[src/rtl/spi_pkg.sv]
// Shared SPI constants, receiver state encoding and a saturating-increment helper.
// Pure declarations: no latency, no backpressure.
package spi_pkg;

  localparam int SPI_BYTE_W      = 8;
  localparam int SPI_SYNC_STAGES = 2;
  localparam int SPI_BIT_CNT_W   = $clog2(SPI_BYTE_W);
  localparam int SPI_BYTE_CNT_W  = 8;

  typedef enum logic {
    IDLE   = 1'b0,
    ACTIVE = 1'b1
  } spi_rx_state_t;

  function automatic logic [SPI_BYTE_CNT_W-1:0] spi_sat_inc(
    input logic [SPI_BYTE_CNT_W-1:0] val,
    input logic [SPI_BYTE_CNT_W-1:0] max_val
  );
    return (val >= max_val) ? val : val + 1'b1;
  endfunction

endpackage

[src/rtl/spi_pin_sync.sv]
// N-flop pin synchronizer whose flops reset to the pin's idle level (STAGES >= 2).
// Latency STAGES clk edges; no backpressure.
module spi_pin_sync #(
  parameter int   STAGES  = 2,
  parameter logic RST_VAL = 1'b0
) (
  input  logic clk,
  input  logic n_rst,
  input  logic d_i,
  output logic q_o
);

  logic [STAGES-1:0] sync_q;

  always_ff @(posedge clk or negedge n_rst) begin
    if (!n_rst) begin
      sync_q <= {STAGES{RST_VAL}};
    end else begin
      sync_q <= {sync_q[STAGES-2:0], d_i};
    end
  end

  assign q_o = sync_q[STAGES-1];

endmodule

[src/rtl/spi_input_receiver.sv]
// SPI mode-0 slave receiver: LSB-first shift-in, byte/frame boundary strobes, sticky abort flag.
// Latency SYNC_STAGES+1 clk from pin edge to strobe; no backpressure, every legal SCK edge is taken.
module spi_input_receiver
  import spi_pkg::*;
#(
  parameter int SYNC_STAGES = SPI_SYNC_STAGES,
  parameter int MAX_BYTES   = 255
) (
  input  logic                      clk,
  input  logic                      n_rst,
  input  logic                      SCK,
  input  logic                      SS,
  input  logic                      MOSI,
  output logic                      shift_SPI,
  output logic [SPI_BYTE_W-1:0]     SPI_in,
  output logic [SPI_BYTE_W-1:0]     rx_byte,
  output logic                      byte_valid,
  output logic                      frame_start,
  output logic [SPI_BYTE_CNT_W-1:0] byte_count,
  output logic                      frame_error
);

  localparam logic [SPI_BYTE_CNT_W-1:0] MAX_CNT = SPI_BYTE_CNT_W'(MAX_BYTES);

  logic sck_s, ss_s, mosi_s;

  spi_pin_sync #(.STAGES(SYNC_STAGES), .RST_VAL(1'b0)) u_sync_sck (
    .clk   (clk),
    .n_rst (n_rst),
    .d_i   (SCK),
    .q_o   (sck_s)
  );

  spi_pin_sync #(.STAGES(SYNC_STAGES), .RST_VAL(1'b1)) u_sync_ss (
    .clk   (clk),
    .n_rst (n_rst),
    .d_i   (SS),
    .q_o   (ss_s)
  );

  spi_pin_sync #(.STAGES(SYNC_STAGES), .RST_VAL(1'b0)) u_sync_mosi (
    .clk   (clk),
    .n_rst (n_rst),
    .d_i   (MOSI),
    .q_o   (mosi_s)
  );

  logic                  sck_h_q, ss_h_q;
  logic [SYNC_STAGES:0]  flush_q;
  logic                  ss_armed_q;

  // The SS synchronizer resets to "high", so a pin already low at reset release
  // would look like a falling edge. Falls only count once SS has truly been seen high.
  always_ff @(posedge clk or negedge n_rst) begin
    if (!n_rst) begin
      sck_h_q    <= 1'b0;
      ss_h_q     <= 1'b1;
      flush_q    <= '0;
      ss_armed_q <= 1'b0;
    end else begin
      sck_h_q    <= sck_s;
      ss_h_q     <= ss_s;
      flush_q    <= {flush_q[SYNC_STAGES-1:0], 1'b1};
      ss_armed_q <= ss_armed_q | (flush_q[SYNC_STAGES] & ss_s);
    end
  end

  logic sck_rise, ss_fall, ss_rise;

  assign sck_rise = sck_s & ~sck_h_q;
  assign ss_fall  = ss_armed_q & ss_h_q & ~ss_s;
  assign ss_rise  = ss_s & ~ss_h_q;

  spi_rx_state_t               state_q;
  logic [SPI_BIT_CNT_W-1:0]    bit_cnt_q, bit_cnt_d;
  logic [SPI_BYTE_W-1:0]       spi_in_q, spi_in_d;
  logic [SPI_BYTE_W-1:0]       rx_byte_q;
  logic [SPI_BYTE_CNT_W-1:0]   byte_cnt_q, byte_cnt_d;
  logic                        shift_q, byte_valid_q, frame_start_q, frame_error_q;

  assign spi_in_d   = {mosi_s, spi_in_q[SPI_BYTE_W-1:1]};
  assign bit_cnt_d  = bit_cnt_q + 1'b1;
  assign byte_cnt_d = spi_sat_inc(byte_cnt_q, MAX_CNT);

  always_ff @(posedge clk or negedge n_rst) begin
    if (!n_rst) begin
      state_q       <= IDLE;
      bit_cnt_q     <= '0;
      spi_in_q      <= '0;
      rx_byte_q     <= '0;
      byte_cnt_q    <= '0;
      shift_q       <= 1'b0;
      byte_valid_q  <= 1'b0;
      frame_start_q <= 1'b0;
      frame_error_q <= 1'b0;
    end else begin
      shift_q       <= 1'b0;
      byte_valid_q  <= 1'b0;
      frame_start_q <= 1'b0;
      case (state_q)
        IDLE: begin
          if (ss_fall) begin
            state_q       <= ACTIVE;
            frame_start_q <= 1'b1;
            byte_cnt_q    <= '0;
            frame_error_q <= 1'b0;
            // A coincident SCK rise becomes bit 0 of the new frame.
            if (sck_rise) begin
              spi_in_q  <= spi_in_d;
              shift_q   <= 1'b1;
              bit_cnt_q <= SPI_BIT_CNT_W'(1);
            end else begin
              bit_cnt_q <= '0;
            end
          end
        end
        ACTIVE: begin
          if (ss_rise) begin
            state_q   <= IDLE;
            bit_cnt_q <= '0;
            if (bit_cnt_q != '0) begin
              frame_error_q <= 1'b1;
            end
          end else if (sck_rise) begin
            spi_in_q  <= spi_in_d;
            shift_q   <= 1'b1;
            bit_cnt_q <= bit_cnt_d;
            if (bit_cnt_q == '1) begin
              rx_byte_q    <= spi_in_d;
              byte_valid_q <= 1'b1;
              byte_cnt_q   <= byte_cnt_d;
            end
          end
        end
        default: state_q <= IDLE;
      endcase
    end
  end

  assign shift_SPI   = shift_q;
  assign SPI_in      = spi_in_q;
  assign rx_byte     = rx_byte_q;
  assign byte_valid  = byte_valid_q;
  assign frame_start = frame_start_q;
  assign byte_count  = byte_cnt_q;
  assign frame_error = frame_error_q;

endmodule

[config.mk]
export PLATFORM = sky130hd
export DESIGN_NAME = spi_input_receiver
export DESIGN_NICKNAME = d
export VERILOG_FILES = /design/src/rtl/spi_pkg.sv /design/src/rtl/spi_pin_sync.sv /design/src/rtl/spi_input_receiver.sv
export SDC_FILE = /design/constraint.sdc
export NUM_CORES = 1
export LEC_CHECK = 0
export CAP_MARGIN = 20
export CORE_MARGIN = 2
export CORE_UTILIZATION = 30
export DETAILED_ROUTE_END_ITERATION = 8
export SLEW_MARGIN = 40
export SYNTH_ARGS = -nofsm -noshare
export SYNTH_HDL_FRONTEND = slang
export SYNTH_HIERARCHICAL = 1
export SYNTH_SLANG_ARGS = --single-unit
[constraint.sdc]
create_clock -name clk -period 1.59 [get_ports clk]
set_input_delay 0.318 -clock clk [delete_from_list [all_inputs] [get_ports clk]]
set_output_delay 0.318 -clock clk [all_outputs]
set_load 0.02 [all_outputs]
Word level (Yosys, flattened, before mapping)
Index checks and enable logic that the tools add are counted.

word-level totals
  bits in registers = 44
  input bits = 5
  output and inout port bits = 28
  word-level logic and storage cells = 76

operators by class
  add/sub/neg operators = 2
  magnitude comparators = 1
  equal/unequal tests = 9
  muxes and demuxes = 31
  bitwise gates (word level) = 11
  reductions and logical operators = 6

operators with widths
  operator             count
  $mux 8               8
  $pmux 8 s2           2
  $mux 1               14
  $ne 2x2->1 const B   5
  $mux 3               3
  $add 8x1->8 const B  1
  $ge 8x8->1 const B   1
  $pmux 1 s2           3
  $pmux 3 s2           1
  $and 1x1->1          5
  $not 1->1            5
  $reduce_and 5->1     1
  $ne 2x1->1 const B   2
  $reduce_and 2->1     2
  $reduce_and 4->1     1
  $add 3x1->3 const B  1
  $eq 3x3->1 const B   1
  $ne 3x3->1 const B   1
  $reduce_and 3->1     1
  $reduce_bool 3->1    1
  $or 1x1->1           1

Longest topological paths before layout
Gate-level depths: netlist of the first run.

  word-level depth = 6
  mapped depth = 7
  mapped depth without buffers = 6

Hierarchy
The synthesis of the first run kept the hierarchy.

modules (own cells, without submodules)
  module                          times used  cells an instance  area each (µm²)  sequential area each (µm²)
  spi_input_receiver              1           146                1626.6           952.2
  spi_pin_sync (u_sync_mosi ...)  2           2                  50.0             50.0
  spi_pin_sync (u_sync_ss)        1           2                  52.6             52.6

Worst setup path after synthesis of the first run
OpenSTA, ideal clock, no wires.

  kind = register to register
  start = reg byte_cnt_q[0], in the netlist byte_count[0]
  end = reg byte_cnt_q[0], in the netlist byte_count[0]
  setup time = 139 ps
  data arrival time = 1373 ps
  required time = 1451 ps
  path slack = 78 ps
  stages on the path, launching flop included = 6
  buffers on the path = 0
  clock period less this slack = 1512 ps
  cell sequence = dfrtp_1 -> ha_1 -> nand3_1 -> nor3_1 -> nor2_1 -> mux2i_1

on the way
  word-level cells in the longest chain between the ends = 6
  elaborated cells on any way between the ends = 9
  those cells by class = 1 x add/sub; 1 x order compare; 1 x eq/ne; 5 x mux; 1 x reduce/logical

ends and longest elaborated chain
  what                    line                       source
  from (decl)             spi_input_receiver.sv:78   logic [SPI_BYTE_CNT_W-1:0] byte_cnt_q, byte_cnt_d;
  from (signal assigned)  spi_input_receiver.sv:131  byte_cnt_q <= byte_cnt_d;
  $add 8x1->8             spi_pkg.sv:19              return (val >= max_val) ? val : val + 1'b1;
  $mux 8                  spi_pkg.sv:19
  $mux 8                  spi_input_receiver.sv:128  if (bit_cnt_q == '1) begin
  $mux 8                  spi_input_receiver.sv:124  end else if (sck_rise) begin
  $mux 8                  spi_input_receiver.sv:118  if (ss_rise) begin
  $pmux 8 s2              spi_input_receiver.sv:100  case (state_q)

Several ways; a longest one is shown, not always the timed one. The select of a mux whose other input is x is not followed.
A chain may end at the register's enable or synchronous reset.

Final worst setup path of the first run
  start = reg frame_start_q, in the netlist frame_start
  end = out frame_start

RTL lines
  what                    line                       source
  from (decl)             spi_input_receiver.sv:79   logic shift_q, byte_valid_q, frame_start_q, frame_error_q;
  from (signal assigned)  spi_input_receiver.sv:94   frame_start_q <= 1'b0;
  from (signal assigned)  spi_input_receiver.sv:99   frame_start_q <= 1'b0;
  from (signal assigned)  spi_input_receiver.sv:104  frame_start_q <= 1'b1;
  to (decl)               spi_input_receiver.sv:18   output logic frame_start,

No word-level cell between the ends.

==> results.md, run 1 <==
- Outcome: finished clean
- Final cycle utilization of the critical path: 96.3%
- Synth Area in Adders: 2.81%
- Hold crit path type: reg2reg
- Fmax: approximately 650 MHz
- # DRC: 0
- Worst-path clk slew: 90 ps
- Post-synthesis mux area share: approximately 6.2%
- # setup viols final: 0
- Layout Area Growth over Synthesis: 32.9%
- DR vias/cell: approximately 4.6
- Design Power: roughly 2.8 mW
- Crit path kind: reg2out
- Core Rows: 28
- Hold depth: 0
- PwrDens: 1180 nW/µm²
- Die ar.: 6560 µm²
- Post-route antenna net violation count: 0
- CP Data Arrival Time: 1210 ps
- CTS Buf Count: 5
- Grt ovf: 0
- Worst ir drop on vdd: 689 µV
- CP max-delay cell: clkdlybuf4s50_1
- Final min period: 1530 ps
- Worst EP required: between 1000 and 1500 ps
- Endpoints failing hold: 0
- Static Leak: 1.21 nW
- Post-synth EDFFs: 0
- Mapped Avg Cell Area: 11.7 µm²
- Cell accounting for the most synthesized area: dfrtp_1
- CTS root buffer: clkbuf_8
- Die Wd: 81.0 µm
- Core Box Area: 5820 µm²
- Detailed-router iteration count before antenna repair: 4
- Vias in the first global route: 1,203
- Nets@finish: 206
- Sink Count: 44
- Worst setup EP type: output pin
- HPWL Detailed: 2.24 mm
- Main combinational cell family by area after synthesis: simple AND/OR/NAND/NOR gates
- Sequential share of the synthesized area: between 60 and 70%
- Core Util, Final: 40.7%
- Number of max-cap violations: 0
- Total GRT Usage: 11.4%
- Top cell type's share of synthesized area: 57.7%
- First-pass GRT wire length: 5.64 mm
- IO Port Bufs: 32
- Post-Syn Area: ~1800 µm²
- Max-slew violations: 0
- Asr flop ratio synth: 100%
- Gate count of the mapped netlist: 152
- Max incr delay on CP: ~590 ps
- Largest net degree at the start of global routing: 45
- Bufs and invs on worst path: 1
- Leading post-synthesis cells by cell area: dfrtp_1 58%, nand2_1 7.0%, mux2_2 5.1%
- RSZ-0062 raised after global routing: no
- Primary FF master, synth: dfrtp_1
- Layout cells sized above 1: 19.7%
- H-tree depth: 2
- Total routed wirelength: 3.29 mm
- Max FO, Critical Path: 1
- FF+latch count, synth: 44
- I/O pins: 33
- Worst path depth: 1
- Cell variety after synth: 33
- Initial Util: 30.6%
- Register-to-Register Path Depth: 4
- XOR/XNOR Fraction of Synth Area: 0%
- Compound-Gate Fraction of Synth Area: 8.02%
- Count leader, synth: dfrtp_1
- CTS tree: yes
- # diodes: 0
- Post-synth top cells: 41 x dfrtp_1, 33 x nand2_1, 11 x inv_1
- Warnings, synthesis: 6
- GP Congestion: 0.759
- Clock latency on the worst-skew pair: 300 ps
- Vias: 1,256
- Initial antenna violation count: 0
- 1st-iter DRT viols: 20
- Worst-path cell chain: clkdlybuf4s50_1
- Simple-gate share of the synthesized area: between 15 and 20%
- Type of origin of the critical path: flop
- WL/cell: between 10 and 15 µm
- Syn_nets: 161
- Clock Skew: 6.61 ps
- Number of buffers on the longest clock path: 2
- CP top delay family: buffers and inverters
- Die height: 81.0 µm
-- state kept, by name, indices dropped and copies added (netlist names), 2 cells and up --
| register | flops |
|---|---|
| SPI_in | 8 |
| bit_cnt_q | 3 |
| byte_count | 8 |
| flush_q | 3 |
| rx_byte | 8 |
| u_sync_mosi/sync_q | 2 |
| u_sync_sck/sync_q | 2 |
| u_sync_ss/sync_q | 2 |
-- logic make-up (layout without fill, tap and decap cells) --
kind of cell	Yosys count	in the layout
buffers and inverters	14	59
other	1	1
adders and majority gates	4	4
DFF	44	44
muxes	10	10
AOI/OAI and AO/OA	20	21
and+or+nand+nor	59	59
-- metal layers --
metal,global-route usage [%],wire (µm),vias to the layer above
li1,-,-,609
met1,15.3,1580,614
met2,16.8,1500,28
met3,4.56,177,5
met4,4.07,36,0
met5,0,0,-
-- path summary, 6_finish.rpt --
kind	start	end	slack (ps)
min reg2reg	flush_q[1]$_DFF_PN0_	flush_q[2]$_DFF_PN0_	350
min	flush_q[1]$_DFF_PN0_	flush_q[2]$_DFF_PN0_	350
min in group asynchronous	n_rst	frame_start$_DFF_PN0_	520
max reg2reg	ss_h_q$_DFF_PN1_	SPI_in[3]$_DFFE_PN0P_	80
max in group asynchronous	n_rst	ss_h_q$_DFF_PN1_	800
max	frame_start$_DFF_PN0_	frame_start	60
-- layout make-up --
cell class | instances | area, µm²
Clock buffer | 6 | 82.6
Timing Repair Buffer | 40 | 369
Inverter | 11 | 41.3
Multi-Input combinational cell | 95 | 634
Sequential cell | 44 | 1100
Fill cell | 603 | 3450
Clock inverter | 2 | 38.8
Tap cell | 75 | 93.8
-- cell usage in the layout (no fill, tap or decap), types with 5 or more instances in the layout --
master	n
mux2_2	8
clkdlybuf4s50_1	5
clkbuf_8	6
inv_1	10
dfrtp_1	41
o211ai_1	6
nand2_1	32
buf_4	6
dlygate4sd2_1	23
nand3_1	6
-- power breakdown --
part / internal, mW / switching [mW] / leakage [nW]
registers: 1.26 / 0.115 / 0.563
clock network: 0.514 / 0.393 / 0.0614
logic: 0.226 / 0.277 / 0.585
-- through the flow --
step           setup WS (ps)  hold WS, ps  setup TNS, ps  instances  area, µm²
2_1_floorplan           78.1         22.4              0        152       1780
3_3_place_gp            8.66          314              0        262       2230
3_5_place_dp           -27.6          315           -169        262       2230
4_1_cts                 1.03          356              0        272       2340
5_1_grt                0.486          368              0        273       2360
6_report                59.3          352              0        273       2360
-- timing repair --
item | in CTS | in global routing
hold endpoints to repair | 41 | 0
pin swaps | 1 | 2
hold buffers | 1 | 0
cloned | 1 | 0
setup buffers | 0 | 1
endpoints found under the setup margin | 31 | 15
gates resized for setup | 24 | 6
No activity file was read; power rests on OpenSTA's default activity.
==> inputs of run 2 (changes only) <==
--- a/config.mk
+++ b/config.mk
@@ -5,9 +5,9 @@
 export SDC_FILE = /design/constraint.sdc
 export NUM_CORES = 1
 export LEC_CHECK = 0
-export CAP_MARGIN = 20
 export CORE_MARGIN = 2
 export CORE_UTILIZATION = 30
+export CTS_CLUSTER_SIZE = 10
 export DETAILED_ROUTE_END_ITERATION = 8
 export SLEW_MARGIN = 40
 export SYNTH_ARGS = -nofsm -noshare
==> results of run 2 <==
No change in the layout: final DEF, timing and power equal those of run 1.
